--- src/rtl/ips2l_pcie_dma_rx_mwr_wr_ctrl_if.sv ---
// ---------------------------------------------------------------------------
// ips2l_pcie_dma_rx_mwr_wr_ctrl_if
// Bundles the RX MWr payload handshake (from RX TLP decode) and the BAR RAM
// write port of ips2l_pcie_dma_rx_mwr_wr_ctrl.
//   i_wr_start/i_wr_addr/i_wr_length/i_first_be/i_last_be : burst header
//   i_wr_valid/i_wr_data/o_wr_ready                       : payload beats
//   o_wr_busy/o_wr_done/o_wr_err                          : burst status
//   o_bar_wr_en/o_bar_wr_addr/o_bar_wr_byte_en/o_bar_wr_data : BAR RAM write
// master : the side that drives the header/payload (decoder or bench)
// slave  : the write controller
// ---------------------------------------------------------------------------
interface ips2l_pcie_dma_rx_mwr_wr_ctrl_if #(
    parameter int ADDR_WIDTH = 9
);
    logic                    i_wr_start;
    logic [ADDR_WIDTH+1:0]   i_wr_addr;
    logic [9:0]              i_wr_length;
    logic [3:0]              i_first_be;
    logic [3:0]              i_last_be;
    logic                    i_wr_valid;
    logic [127:0]            i_wr_data;
    logic                    o_wr_ready;
    logic                    o_wr_busy;
    logic                    o_wr_done;
    logic                    o_wr_err;
    logic                    o_bar_wr_en;
    logic [ADDR_WIDTH-1:0]   o_bar_wr_addr;
    logic [15:0]             o_bar_wr_byte_en;
    logic [127:0]            o_bar_wr_data;

    modport master (
        output i_wr_start, i_wr_addr, i_wr_length, i_first_be, i_last_be,
               i_wr_valid, i_wr_data,
        input  o_wr_ready, o_wr_busy, o_wr_done, o_wr_err,
               o_bar_wr_en, o_bar_wr_addr, o_bar_wr_byte_en, o_bar_wr_data
    );

    modport slave (
        input  i_wr_start, i_wr_addr, i_wr_length, i_first_be, i_last_be,
               i_wr_valid, i_wr_data,
        output o_wr_ready, o_wr_busy, o_wr_done, o_wr_err,
               o_bar_wr_en, o_bar_wr_addr, o_bar_wr_byte_en, o_bar_wr_data
    );
endinterface

--- src/rtl/ips2l_pcie_dma_rx_mwr_wr_ctrl.sv ---
// ---------------------------------------------------------------------------
// ips2l_pcie_dma_rx_mwr_wr_ctrl
// Receive-side MWr payload writer. Takes DW-packed 128-bit payload beats
// (beat i carries DW 4i..4i+3 in lanes 0..3), shifts them up to the DW lane
// offset of the start address and writes 128-bit words into the BAR RAM with
// per-byte enables derived from first_be/last_be.
// Ports:
//   clk    : clock
//   rst_n  : asynchronous active-low reset
//   bus    : slave side of ips2l_pcie_dma_rx_mwr_wr_ctrl_if
//            header (start/addr/length/BEs), payload (valid/data/ready),
//            status (busy/done/err) and RAM write port (en/addr/byte_en/data)
// All outputs are registered; a RAM word appears one cycle after the beat
// that completes it. When the lane offset pushes the tail of the payload
// into one more word than there were beats, a single FLUSH cycle writes
// that last word from the hold register.
// ---------------------------------------------------------------------------
module ips2l_pcie_dma_rx_mwr_wr_ctrl #(
    parameter int ADDR_WIDTH = 9
) (
    input  logic                           clk,
    input  logic                           rst_n,
    ips2l_pcie_dma_rx_mwr_wr_ctrl_if.slave bus
);

    typedef enum logic [1:0] {
        ST_IDLE  = 2'd0,
        ST_DATA  = 2'd1,
        ST_FLUSH = 2'd2
    } state_t;

    localparam logic [ADDR_WIDTH-1:0] ADDR_ONE = ADDR_WIDTH'(1);

    // Word assembly: lane l of the output word takes current-beat lane l-off
    // when l>=off, otherwise previous-beat lane l+4-off (the DWs that spilled
    // over from the previous beat).
    function automatic logic [127:0] f_realign(
        input logic [127:0] cur,
        input logic [127:0] prev,
        input logic [1:0]   off
    );
        logic [127:0] res;
        res = 128'd0;
        for (int l = 0; l < 4; l++) begin
            if (l >= int'(off)) begin
                res[32*l +: 32] = cur[32*(l-int'(off)) +: 32];
            end else begin
                res[32*l +: 32] = prev[32*(l+4-int'(off)) +: 32];
            end
        end
        return res;
    endfunction

    // Byte enables of one word. kbase is the payload DW index carried by
    // lane 0 (4*word - offset, negative for the first word when off>0).
    // The k==0 test comes first so a 1-DW payload only uses first_be.
    function automatic logic [15:0] f_lane_be(
        input logic signed [12:0] kbase,
        input logic [10:0]        len,
        input logic [3:0]         first_be,
        input logic [3:0]         last_be
    );
        logic [15:0]       be;
        logic signed [13:0] k;
        logic signed [13:0] slen;
        be   = 16'h0000;
        slen = $signed({3'b000, len});
        for (int l = 0; l < 4; l++) begin
            k = {kbase[12], kbase} + 14'(l);
            if ((k < 14'sd0) || (k >= slen)) begin
                be[4*l +: 4] = 4'h0;
            end else if (k == 14'sd0) begin
                be[4*l +: 4] = first_be;
            end else if (k == (slen - 14'sd1)) begin
                be[4*l +: 4] = last_be;
            end else begin
                be[4*l +: 4] = 4'hF;
            end
        end
        return be;
    endfunction

    // Burst context
    state_t                  r_state;
    logic [10:0]             r_len;
    logic [1:0]              r_off;
    logic [3:0]              r_first_be;
    logic [3:0]              r_last_be;
    logic [8:0]              r_beats;
    logic [8:0]              r_beat_cnt;
    logic                    r_flush;
    logic [ADDR_WIDTH-1:0]   r_waddr;
    logic signed [12:0]      r_kbase;
    logic [127:0]            r_hold;

    // Registered outputs
    logic                    r_ready;
    logic                    r_busy;
    logic                    r_done;
    logic                    r_err;
    logic                    r_wr_en;
    logic [ADDR_WIDTH-1:0]   r_wr_addr;
    logic [15:0]             r_wr_byte_en;
    logic [127:0]            r_wr_data;

    // Header decode and per-cycle helpers
    logic [10:0]             w_len_in;
    logic [1:0]              w_off_in;
    logic [10:0]             w_beat_sum;
    logic [10:0]             w_word_sum;
    logic [8:0]              w_beats_in;
    logic [8:0]              w_words_in;
    logic                    w_flush_in;
    logic                    w_beat_acc;
    logic                    w_last_beat;
    logic                    w_err;
    logic [127:0]            w_beat_word;
    logic [127:0]            w_flush_word;
    logic [15:0]             w_word_be;

    // A length field of 0 encodes 1024 DW; all sums fit in 11 bits.
    assign w_len_in     = (bus.i_wr_length == 10'd0) ? 11'd1024 : {1'b0, bus.i_wr_length};
    assign w_off_in     = bus.i_wr_addr[1:0];
    assign w_beat_sum   = w_len_in + 11'd3;
    assign w_word_sum   = w_len_in + {9'd0, w_off_in} + 11'd3;
    assign w_beats_in   = w_beat_sum[10:2];
    assign w_words_in   = w_word_sum[10:2];
    assign w_flush_in   = (w_words_in > w_beats_in);

    assign w_beat_acc   = (r_state == ST_DATA) && bus.i_wr_valid;
    assign w_last_beat  = (r_beat_cnt == (r_beats - 9'd1));
    assign w_err        = (bus.i_wr_start && (r_state != ST_IDLE)) ||
                          (bus.i_wr_valid && (r_state != ST_DATA));

    assign w_beat_word  = f_realign(bus.i_wr_data, r_hold, r_off);
    assign w_flush_word = f_realign(128'd0, r_hold, r_off);
    assign w_word_be    = f_lane_be(r_kbase, r_len, r_first_be, r_last_be);

    // Burst FSM with hold register, counters and all registered outputs
    always_ff @(posedge clk or negedge rst_n) begin
        if (!rst_n) begin
            r_state      <= ST_IDLE;
            r_len        <= 11'd0;
            r_off        <= 2'd0;
            r_first_be   <= 4'h0;
            r_last_be    <= 4'h0;
            r_beats      <= 9'd0;
            r_beat_cnt   <= 9'd0;
            r_flush      <= 1'b0;
            r_waddr      <= '0;
            r_kbase      <= 13'sd0;
            r_hold       <= 128'd0;
            r_ready      <= 1'b0;
            r_busy       <= 1'b0;
            r_done       <= 1'b0;
            r_err        <= 1'b0;
            r_wr_en      <= 1'b0;
            r_wr_addr    <= '0;
            r_wr_byte_en <= 16'h0000;
            r_wr_data    <= 128'd0;
        end else begin
            r_wr_en <= 1'b0;
            r_done  <= 1'b0;
            r_err   <= w_err;
            // busy drops the cycle after done; a start accepted in that same
            // cycle overrides this below and keeps it high
            if (r_done) begin
                r_busy <= 1'b0;
            end else begin
                r_busy <= r_busy;
            end

            case (r_state)
                ST_IDLE: begin
                    if (bus.i_wr_start) begin
                        r_len      <= w_len_in;
                        r_off      <= w_off_in;
                        r_first_be <= bus.i_first_be;
                        r_last_be  <= bus.i_last_be;
                        r_beats    <= w_beats_in;
                        r_beat_cnt <= 9'd0;
                        r_flush    <= w_flush_in;
                        r_waddr    <= bus.i_wr_addr[ADDR_WIDTH+1:2];
                        r_kbase    <= -$signed({11'd0, w_off_in});
                        r_hold     <= 128'd0;
                        r_ready    <= 1'b1;
                        r_busy     <= 1'b1;
                        r_state    <= ST_DATA;
                    end else begin
                        r_ready    <= 1'b0;
                        r_state    <= ST_IDLE;
                    end
                end

                ST_DATA: begin
                    if (w_beat_acc) begin
                        r_wr_en      <= 1'b1;
                        r_wr_addr    <= r_waddr;
                        r_wr_byte_en <= w_word_be;
                        r_wr_data    <= w_beat_word;
                        r_hold       <= bus.i_wr_data;
                        r_waddr      <= r_waddr + ADDR_ONE;
                        r_kbase      <= r_kbase + 13'sd4;
                        r_beat_cnt   <= r_beat_cnt + 9'd1;
                        if (w_last_beat) begin
                            r_ready <= 1'b0;
                            if (r_flush) begin
                                r_state <= ST_FLUSH;
                            end else begin
                                r_done  <= 1'b1;
                                r_state <= ST_IDLE;
                            end
                        end else begin
                            r_ready <= 1'b1;
                            r_state <= ST_DATA;
                        end
                    end else begin
                        r_ready <= 1'b1;
                        r_state <= ST_DATA;
                    end
                end

                ST_FLUSH: begin
                    // Tail DWs of the last beat, still in the hold register
                    r_wr_en      <= 1'b1;
                    r_wr_addr    <= r_waddr;
                    r_wr_byte_en <= w_word_be;
                    r_wr_data    <= w_flush_word;
                    r_waddr      <= r_waddr + ADDR_ONE;
                    r_kbase      <= r_kbase + 13'sd4;
                    r_done       <= 1'b1;
                    r_ready      <= 1'b0;
                    r_state      <= ST_IDLE;
                end

                default: begin
                    r_ready <= 1'b0;
                    r_state <= ST_IDLE;
                end
            endcase
        end
    end

    assign bus.o_wr_ready       = r_ready;
    assign bus.o_wr_busy        = r_busy;
    assign bus.o_wr_done        = r_done;
    assign bus.o_wr_err         = r_err;
    assign bus.o_bar_wr_en      = r_wr_en;
    assign bus.o_bar_wr_addr    = r_wr_addr;
    assign bus.o_bar_wr_byte_en = r_wr_byte_en;
    assign bus.o_bar_wr_data    = r_wr_data;

endmodule

--- src/flat_wrapper.sv ---
// flat-port wrapper written by rule: the top's interface ports become plain ports
module ips2l_pcie_dma_rx_mwr_wr_ctrl_flat 
#(
    parameter int ADDR_WIDTH = 9
)
  (clk, rst_n, bus_i_wr_start, bus_i_wr_addr, bus_i_wr_length, bus_i_first_be, bus_i_last_be, bus_i_wr_valid, bus_i_wr_data, bus_o_wr_ready, bus_o_wr_busy, bus_o_wr_done, bus_o_wr_err, bus_o_bar_wr_en, bus_o_bar_wr_addr, bus_o_bar_wr_byte_en, bus_o_bar_wr_data);
  ips2l_pcie_dma_rx_mwr_wr_ctrl_if #(.ADDR_WIDTH(ADDR_WIDTH)) bus_i ();
  input  logic clk;
  input  logic rst_n;
  input wire logic [$bits(bus_i.i_wr_start)-1:0] bus_i_wr_start;
  input wire logic [$bits(bus_i.i_wr_addr)-1:0] bus_i_wr_addr;
  input wire logic [$bits(bus_i.i_wr_length)-1:0] bus_i_wr_length;
  input wire logic [$bits(bus_i.i_first_be)-1:0] bus_i_first_be;
  input wire logic [$bits(bus_i.i_last_be)-1:0] bus_i_last_be;
  input wire logic [$bits(bus_i.i_wr_valid)-1:0] bus_i_wr_valid;
  input wire logic [$bits(bus_i.i_wr_data)-1:0] bus_i_wr_data;
  output wire logic [$bits(bus_i.o_wr_ready)-1:0] bus_o_wr_ready;
  output wire logic [$bits(bus_i.o_wr_busy)-1:0] bus_o_wr_busy;
  output wire logic [$bits(bus_i.o_wr_done)-1:0] bus_o_wr_done;
  output wire logic [$bits(bus_i.o_wr_err)-1:0] bus_o_wr_err;
  output wire logic [$bits(bus_i.o_bar_wr_en)-1:0] bus_o_bar_wr_en;
  output wire logic [$bits(bus_i.o_bar_wr_addr)-1:0] bus_o_bar_wr_addr;
  output wire logic [$bits(bus_i.o_bar_wr_byte_en)-1:0] bus_o_bar_wr_byte_en;
  output wire logic [$bits(bus_i.o_bar_wr_data)-1:0] bus_o_bar_wr_data;
  assign bus_i.i_wr_start = bus_i_wr_start;
  assign bus_i.i_wr_addr = bus_i_wr_addr;
  assign bus_i.i_wr_length = bus_i_wr_length;
  assign bus_i.i_first_be = bus_i_first_be;
  assign bus_i.i_last_be = bus_i_last_be;
  assign bus_i.i_wr_valid = bus_i_wr_valid;
  assign bus_i.i_wr_data = bus_i_wr_data;
  assign bus_o_wr_ready = bus_i.o_wr_ready;
  assign bus_o_wr_busy = bus_i.o_wr_busy;
  assign bus_o_wr_done = bus_i.o_wr_done;
  assign bus_o_wr_err = bus_i.o_wr_err;
  assign bus_o_bar_wr_en = bus_i.o_bar_wr_en;
  assign bus_o_bar_wr_addr = bus_i.o_bar_wr_addr;
  assign bus_o_bar_wr_byte_en = bus_i.o_bar_wr_byte_en;
  assign bus_o_bar_wr_data = bus_i.o_bar_wr_data;
  ips2l_pcie_dma_rx_mwr_wr_ctrl #(.ADDR_WIDTH(ADDR_WIDTH)) u_core (.clk(clk), .rst_n(rst_n), .bus(bus_i));
endmodule
--- config.mk ---
export PLATFORM = sky130hd
export DESIGN_NAME = ips2l_pcie_dma_rx_mwr_wr_ctrl_flat
export DESIGN_NICKNAME = d
export VERILOG_FILES = /design/src/rtl/ips2l_pcie_dma_rx_mwr_wr_ctrl_if.sv /design/src/rtl/ips2l_pcie_dma_rx_mwr_wr_ctrl.sv /design/src/flat_wrapper.sv
export SDC_FILE = /design/constraint.sdc
export NUM_CORES = 1
export LEC_CHECK = 0
export BUFFER_PORTS_ARGS = -buffer_cell sky130_fd_sc_hd__buf_2
export CORE_MARGIN = 2
export CORE_UTILIZATION = 45
export DETAILED_ROUTE_END_ITERATION = 10
export GPL_TIMING_DRIVEN = 0
export HOLD_SLACK_MARGIN = 0.15
export PLACE_DENSITY = 0.71
export SYNTH_ARGS = -nofsm -noshare
export SYNTH_HDL_FRONTEND = slang
export SYNTH_SLANG_ARGS = --single-unit
--- constraint.sdc ---
create_clock -name clk -period 13 [get_ports clk]
set_input_delay 1.3 -clock clk [delete_from_list [all_inputs] [get_ports clk]]
set_output_delay 1.3 -clock clk [all_outputs]
set_load 0.03 [all_outputs]
# == After elaboration in Yosys (flattened, before gate mapping) ==
# Index checks and enable logic that the tools add are counted.
# totals
regBits,350
latch_bits,0
ramBits,0
mem_bits_ro,0
out_inout_bits,158
mem_count,0
# op_classes
addsub,19
multipliers,0
n_div,0
magnitude_cmp,12
eq_ne,10
shifts,11
n_mux,55
n_bitwise,0
reduce_logical,22
# op_table
operator,n
128-bit by 32-bit variable part select with 32-bit output,7
128-bit case mux with 2 select lines,2
128-bit by 32-bit variable part select with 32-bit output (first input constant),4
128-bit 2-to-1 mux,3
32-bit 2-to-1 mux,6
14-bit zero test,4
4-bit 2-to-1 mux,12
9-bit 2-to-1 mux,5
14-bit by 12-bit equality test with 1-bit output,3
14-bit by 12-bit >= comparator with 1-bit output,3
14-bit by 1-bit < comparator with 1-bit output (second input constant),3
13-bit case mux with 3 select lines,1
9-bit case mux with 2 select lines,2
16-bit case mux with 2 select lines,1
13-bit by 3-bit adder with 14-bit output (second input constant),2
9-bit case mux with 3 select lines,1
13-bit 2-to-1 mux,2
11-bit by 2-bit adder with 11-bit output (second input constant),2
9-bit by 1-bit adder with 9-bit output (second input constant),2
16-bit 2-to-1 mux,1
13-bit by 2-bit adder with 14-bit output (second input constant),1
13-bit by 4-bit adder with 13-bit output (second input constant),1
13-bit by 12-bit equality test with 1-bit output,1
13-bit by 12-bit >= comparator with 1-bit output,1
29 further kinds,59

# == Logic depth before layout (Yosys ltp) ==
# logic_depth
depth_word,7
depth_mapped,14
ltp_nobuf,14

# == Least setup slack after synthesis ==
# No wires, ideal clock.
# synth_timing
kind,reg-to-reg
startpoint,register u_core.r_off[0]
endpoint,register u_core.r_wr_data[73] (netlist: u_core.bus.o_bar_wr_data[73])
setup_time_ns,0.126
arrival_time_ns,4.195
required_ns,12.874
slack_ns,8.679
path_stages_with_launch,12
path_buffers,6
synth_period_minus_slack_ns,4.321
path_cell_list,dfrtp_1 clkbuf_1 buf_1 clkbuf_1 clkbuf_1 inv_1 ha_1 clkbuf_1 buf_1 mux4_2 a221oi_1 nor2_1
# synth_between
elab_chain_cells,5
word_cells_on_any_way,10
classes_between,add/sub (2); order compare (1); shift (3); mux (4)
# synth_lines
element,line_no,text
from (decl),ips2l_pcie_dma_rx_mwr_wr_ctrl.sv:86,logic [1:0] r_off;
from (signal assigned),ips2l_pcie_dma_rx_mwr_wr_ctrl.sv:177,r_off <= w_off_in;
3-bit by 2-bit subtractor with 4-bit output / 2-bit by 2-bit subtractor with 3-bit output (equally long branches),"ips2l_pcie_dma_rx_mwr_wr_ctrl.sv:48, ips2l_pcie_dma_rx_mwr_wr_ctrl.sv:46",
128-bit by 32-bit variable part select with 32-bit output (on tied branches),"ips2l_pcie_dma_rx_mwr_wr_ctrl.sv:48, ips2l_pcie_dma_rx_mwr_wr_ctrl.sv:46",
32-bit 2-to-1 mux,ips2l_pcie_dma_rx_mwr_wr_ctrl.sv:45,if (l >= int'(off)) begin
128-bit 2-to-1 mux,ips2l_pcie_dma_rx_mwr_wr_ctrl.sv:196,if (w_beat_acc) begin
128-bit case mux with 2 select lines (*),ips2l_pcie_dma_rx_mwr_wr_ctrl.sv:173,case (r_state)
to (signal assigned),ips2l_pcie_dma_rx_mwr_wr_ctrl.sv:200,r_wr_data <= w_beat_word;
to (signal assigned),ips2l_pcie_dma_rx_mwr_wr_ctrl.sv:228,r_wr_data <= w_flush_word;
to (decl),ips2l_pcie_dma_rx_mwr_wr_ctrl.sv:104,logic [127:0] r_wr_data;
# Mark *: on every way between the ends. The rest lies on a longest branch, timed or not. The select of a mux whose other input is x is not followed.
# A chain may end at the register's enable or synchronous reset.

# == Worst setup path after layout ==
# layout_timing
startpoint,register u_core.r_off[0]
endpoint,register u_core.r_wr_data[28] (netlist: u_core.bus.o_bar_wr_data[28])
# layout_between
elab_chain_cells,5
word_cells_on_any_way,10
classes_between,add/sub (2); order compare (1); shift (3); mux (4)
# layout_lines
element,line_no
3-bit by 2-bit subtractor with 4-bit output / 1-bit by 2-bit subtractor with 3-bit output (equally long branches),"ips2l_pcie_dma_rx_mwr_wr_ctrl.sv:48, ips2l_pcie_dma_rx_mwr_wr_ctrl.sv:46"
128-bit by 32-bit variable part select with 32-bit output (on tied branches),"ips2l_pcie_dma_rx_mwr_wr_ctrl.sv:48, ips2l_pcie_dma_rx_mwr_wr_ctrl.sv:46"
32-bit 2-to-1 mux,ips2l_pcie_dma_rx_mwr_wr_ctrl.sv:45
128-bit 2-to-1 mux,ips2l_pcie_dma_rx_mwr_wr_ctrl.sv:196
128-bit case mux with 2 select lines (*),ips2l_pcie_dma_rx_mwr_wr_ctrl.sv:173
# Marked as above.

==> run summary <==
The run finished with clean final reports. Sequential cells account for 25.9% of the total power. By instance count, the cell type seen most on the critical path is clkbuf_1. Dividing total power by cell area gives a power density of 300 nW/um^2.

The core region is 47700 um^2. The netlist area before placement is around 22000 um^2. The number of clock sinks came out at 349.

The tool flagged a number of max-cap violations equal to 0. The worst setup path is launched from a flip-flop. The total of cells resized after clock tree synthesis is 0. The final cell count without fillers came out at 3009. In this run the worst path has a maximum fanout of 10. The buffering stage count on the worst path with inverters included came out at 8.

The clock input transition at the sequential cells of the worst setup and hold paths came out at 0.06 ns. The worst min-delay path class is flip-flop to flip-flop. The residual overflow from global routing came out at 0. The library cell with the largest summed area after synthesis is dfrtp_1. The time the final worst path needs with I/O delays and setup came out at 6.76 ns. The via count of the first global-routing pass came to 19.8k. The leakage component of the power came out at 11.0 nW.

The parity-gate share of the synthesized area counting xor and xnor cells came out at 4.41%. The clock root buffer master is clkbuf_16. The post-layout utilization of the core came out at 53.5%. After clock tree synthesis, the flow added hold-fix buffers numbering 0.

The worst setup path is of the flip-flop to flip-flop kind. The number of routed nets with antenna violations is 0. The maximum buffer depth of the clock tree is 3. The global router's overall resource usage came out at 32.1%. The fraction of the mapped netlist area in compound gates is 17.4%. The fmax is 148 MHz. VDD sags by at most 0.000178 V. The total routed wirelength is 81000 um.

The area share of fa/ha/maj cells after synthesis is 4.29%. The wire length per cell after detailed routing is 26.9 um. The post-CTS setup repair buffer count came out at 0.

The critical path goes through clkbuf_1, buf_1, clkbuf_1, clkbuf_1, inv_1, ha_1, clkbuf_1, clkbuf_1, buf_1, mux4_2, a221oi_1, nor2_1. The total CTS buffers is 40. The number of design rule violations left after detail routing is 0. The slowest stage of the critical path is the buf_1 cell. The routability congestion estimate from global placement is 0.986.

After synthesis, the largest area contributor takes up 40.2% of total cell area. The switching share of total power is 47.3%. The post-synthesis net count came out at approximately 2.2k.

The biggest cell delay along the critical path came out at 0.81 ns. The cell row count came out at 80. In the synthesized netlist the dominant register cell turns out to be dfrtp_1.

The number of antenna violations at the first check in global routing is 22. The first global-routing pass estimated between 100000 and 150000 um of wire. The instance count of the mapped netlist is 1986. Among cell families on the critical path, the largest total delay comes from buffers and inverters. The dominant combinational cell family by area after synthesis is multiplexers. The die boundary height is 224 um.

The count of TritonRoute iterations in the first routing pass came out at 6. The internal cell power is between 4 and 5 mW. The HPWL after detailed placement came out at between 50000 and 60000 um.

The portion of netlist area occupied by mux cells is 18.7%. In this run, synthesis produced a sequential element count of roughly 350. The count of distinct cell types in the synthesized netlist came out at 75. In the final timing run, aggregate negative setup slack is 0 ns.

On the final layout, the worst clock skew is 0.0205 ns. The total of buffers placed on input and output ports is 313. The pre-CTS setup slack is 6.51 ns. The most common cell after layout, fill and taps aside is dfrtp_1. The routed layout has just under 20k vias. The fraction of power consumed by the clock network came out at around 15%. The die footprint is 50100 um^2.

The required time at the endpoint of the critical path is 13.44 ns. TritonCTS built the clock tree. The simple-gate area share of the yosys netlist is approximately 11%. The area growth from synthesis to layout is 17.6%. The initial core utilization came out at 45.5%. The tightest slew margin relative to the limit is 14.9%.

After the first detailed-routing iteration, the DRC count stood at 2552. The largest net degree at the start of global routing came out at 120. The top cell types in the final layout, fill and taps aside, are 349 x dfrtp_1, 321 x buf_2, 172 x nor2_1, 170 x nand2_1, 130 x a22o_1. The number of levels in the clock H-tree is 2. The share of layout cells above drive strength 1 is 22.9%. The chip width is between 200 and 250 um. Data arrives at the worst endpoint at roughly 7.2 ns. The post-placement cell count is around 2.9k. The fraction of synthesis flops using an asynchronous set or reset pin came out at 100%. By area the synthesized netlist is led by dfrtp_1 40%, mux4_2 13%, a22o_1 5.2%.

The clock network latency to the later pin of the worst-skew pair came out at 0.58 ns. The filler cells instantiated in the layout total 4195. Hold timing on the final database bottoms out at a slack of 0.472 ns.

Setup slack on the critical path of the routed design comes to 6.24 ns. The worst setup path is captured at a flip-flop. The post-synthesis area per instance came out at 10.9 um^2. The ratio of routed vias to standard cells is 6.57.

The worst path uses 52.0% of the clock period. The number of nets in the layout came out at 2579. Sequential cells were found to cover roughly 40% of the synthesized design area. The count of endpoints failing hold in the final timing report came out at 0. Setup violations remaining at the end of the flow were counted as 0.

The combinational share of power came out at 58.9%. The number of warnings printed during yosys synthesis is 0. The total net switching power is 3.62 mW. The I/O pin total came out at 319. The actual transition at the worst max-transition pin is 1.27 ns. Setup repair after global routing left no endpoint under its margin. The final max-slew violation count came out at 0. Yosys mapped a number of flops with a built-in enable equal to 0.
synthesized netlist by cell type, drive strengths merged, types with 8 or more instances:
cell	number
dfrtp	349
nor2	172
nand2	170
a22o	130
mux4	128
clkbuf	115
mux2i	97
ha	73
a221oi	64
xnor2	62
o21ai	59
inv	55
buf	49
o21a	40
a21oi	39
o221ai	34
a32o	32
xor2	32
nand3	26
nor3	25
nor4	25
mux2	18
or3	16
nand4	15
and3	12
nand2b	9
nor4b	8
stage by stage:
stage | total power [mW] | area (um^2)
finish | 7.66 | 25500
global route | 8.05 | 25500
CTS | 7.57 | 25500
detailed placement | 6.39 | 24200
global placement | 6.29 | 24100
floorplan | 5.02 | 21700
kinds of logic (layout without fill, tap and decap cells):
group                    after synthesis  count (layout)
AO/OA/AOI/OAI                        481             481
AND/OR/NAND/NOR                      519             519
buffers and inverters                220             610
XOR/XNOR                             100             100
multiplexers                         243             243
flip-flops                           349             349
other                                  0              18
adder cells (fa/ha/maj)               74              74
state kept, by name, summed over array words and instances, names as in the netlist:
| register | count |
|---|---|
| u_core.bus.o_bar_wr_addr | 9 |
| u_core.bus.o_bar_wr_byte_en | 16 |
| u_core.bus.o_bar_wr_data | 128 |
| u_core.bus.o_bar_wr_en | 1 |
| u_core.bus.o_wr_busy | 1 |
| u_core.bus.o_wr_done | 1 |
| u_core.bus.o_wr_err | 1 |
| u_core.r_beat_cnt | 9 |
| u_core.r_beats | 9 |
| u_core.r_first_be | 4 |
| u_core.r_flush | 1 |
| u_core.r_hold | 128 |
| u_core.r_kbase | 13 |
| u_core.r_last_be | 4 |
| u_core.r_len | 11 |
| u_core.r_off | 2 |
| u_core.r_state | 2 |
| u_core.r_waddr | 9 |
routing by layer:
| metal | share of wire (%) | vias up | global-route usage (%) |
|---|---|---|---|
| met5 | 0.096 | - | 0 |
| met4 | 5.0 | 12 | 16.0 |
| met3 | 12 | 272 | 11.0 |
| met2 | 45 | 1335 | 49.2 |
| met1 | 38 | 9792 | 40.6 |
| li1 | - | 8345 | - |
final timing paths:
kind                                             start                            to  slack [ns]  cells after the start
min in group asynchronous                        rst_n  u_core.bus.o_bar_wr_data[41]        0.77                      2
max reg2reg                            u_core.r_off[0]  u_core.bus.o_bar_wr_data[28]        6.24                     12
min reg2reg                u_core.bus.o_bar_wr_addr[7]   u_core.bus.o_bar_wr_addr[7]        0.47                      2
max in group asynchronous                        rst_n             u_core.r_hold[55]       11.11                      3
max                                    u_core.r_off[0]  u_core.bus.o_bar_wr_data[28]        6.24                     12
min                        u_core.bus.o_bar_wr_addr[7]   u_core.bus.o_bar_wr_addr[7]        0.47                      2
worst register-to-register path, cell delays in order (launching register included):
cell and delay [ns]:
dfrtp_1 0.38, clkbuf_1 0.45, buf_1 0.82, clkbuf_1 0.69
clkbuf_1 0.77, inv_1 0.11, ha_1 0.33, clkbuf_1 0.73
clkbuf_1 0.68, buf_1 0.72, mux4_2 0.41, a221oi_1 0.43
nor2_1 0.08
cell type report:
cell class / instances / area (um^2) / share of cell area [%]
diodes: 18 / 45.0 / 0.176
plain buffers: 164 / 631 / 2.47
clock buffers: 60 / 1170 / 4.56
clock inverters: 14 / 175 / 0.686
inverters: 56 / 210 / 0.823
multi-input cells: 1417 / 12200 / 47.6
flip-flops and latches: 349 / 8730 / 34.2
well taps: 615 / 769 / 3.01
repair buffers: 316 / 1660 / 6.49
power groups by stage:
stage | logic, mW | registers (mW) | clock network, mW
floorplan | 2.73 | 2.30 | 0
global placement | 4.34 | 1.95 | 0
detailed placement | 4.42 | 1.97 | 0
CTS | 4.43 | 1.96 | 1.17
global route | 4.81 | 2.03 | 1.21
finish | 4.51 | 1.98 | 1.16
Note: power is estimated with default switching activity, not from simulation.
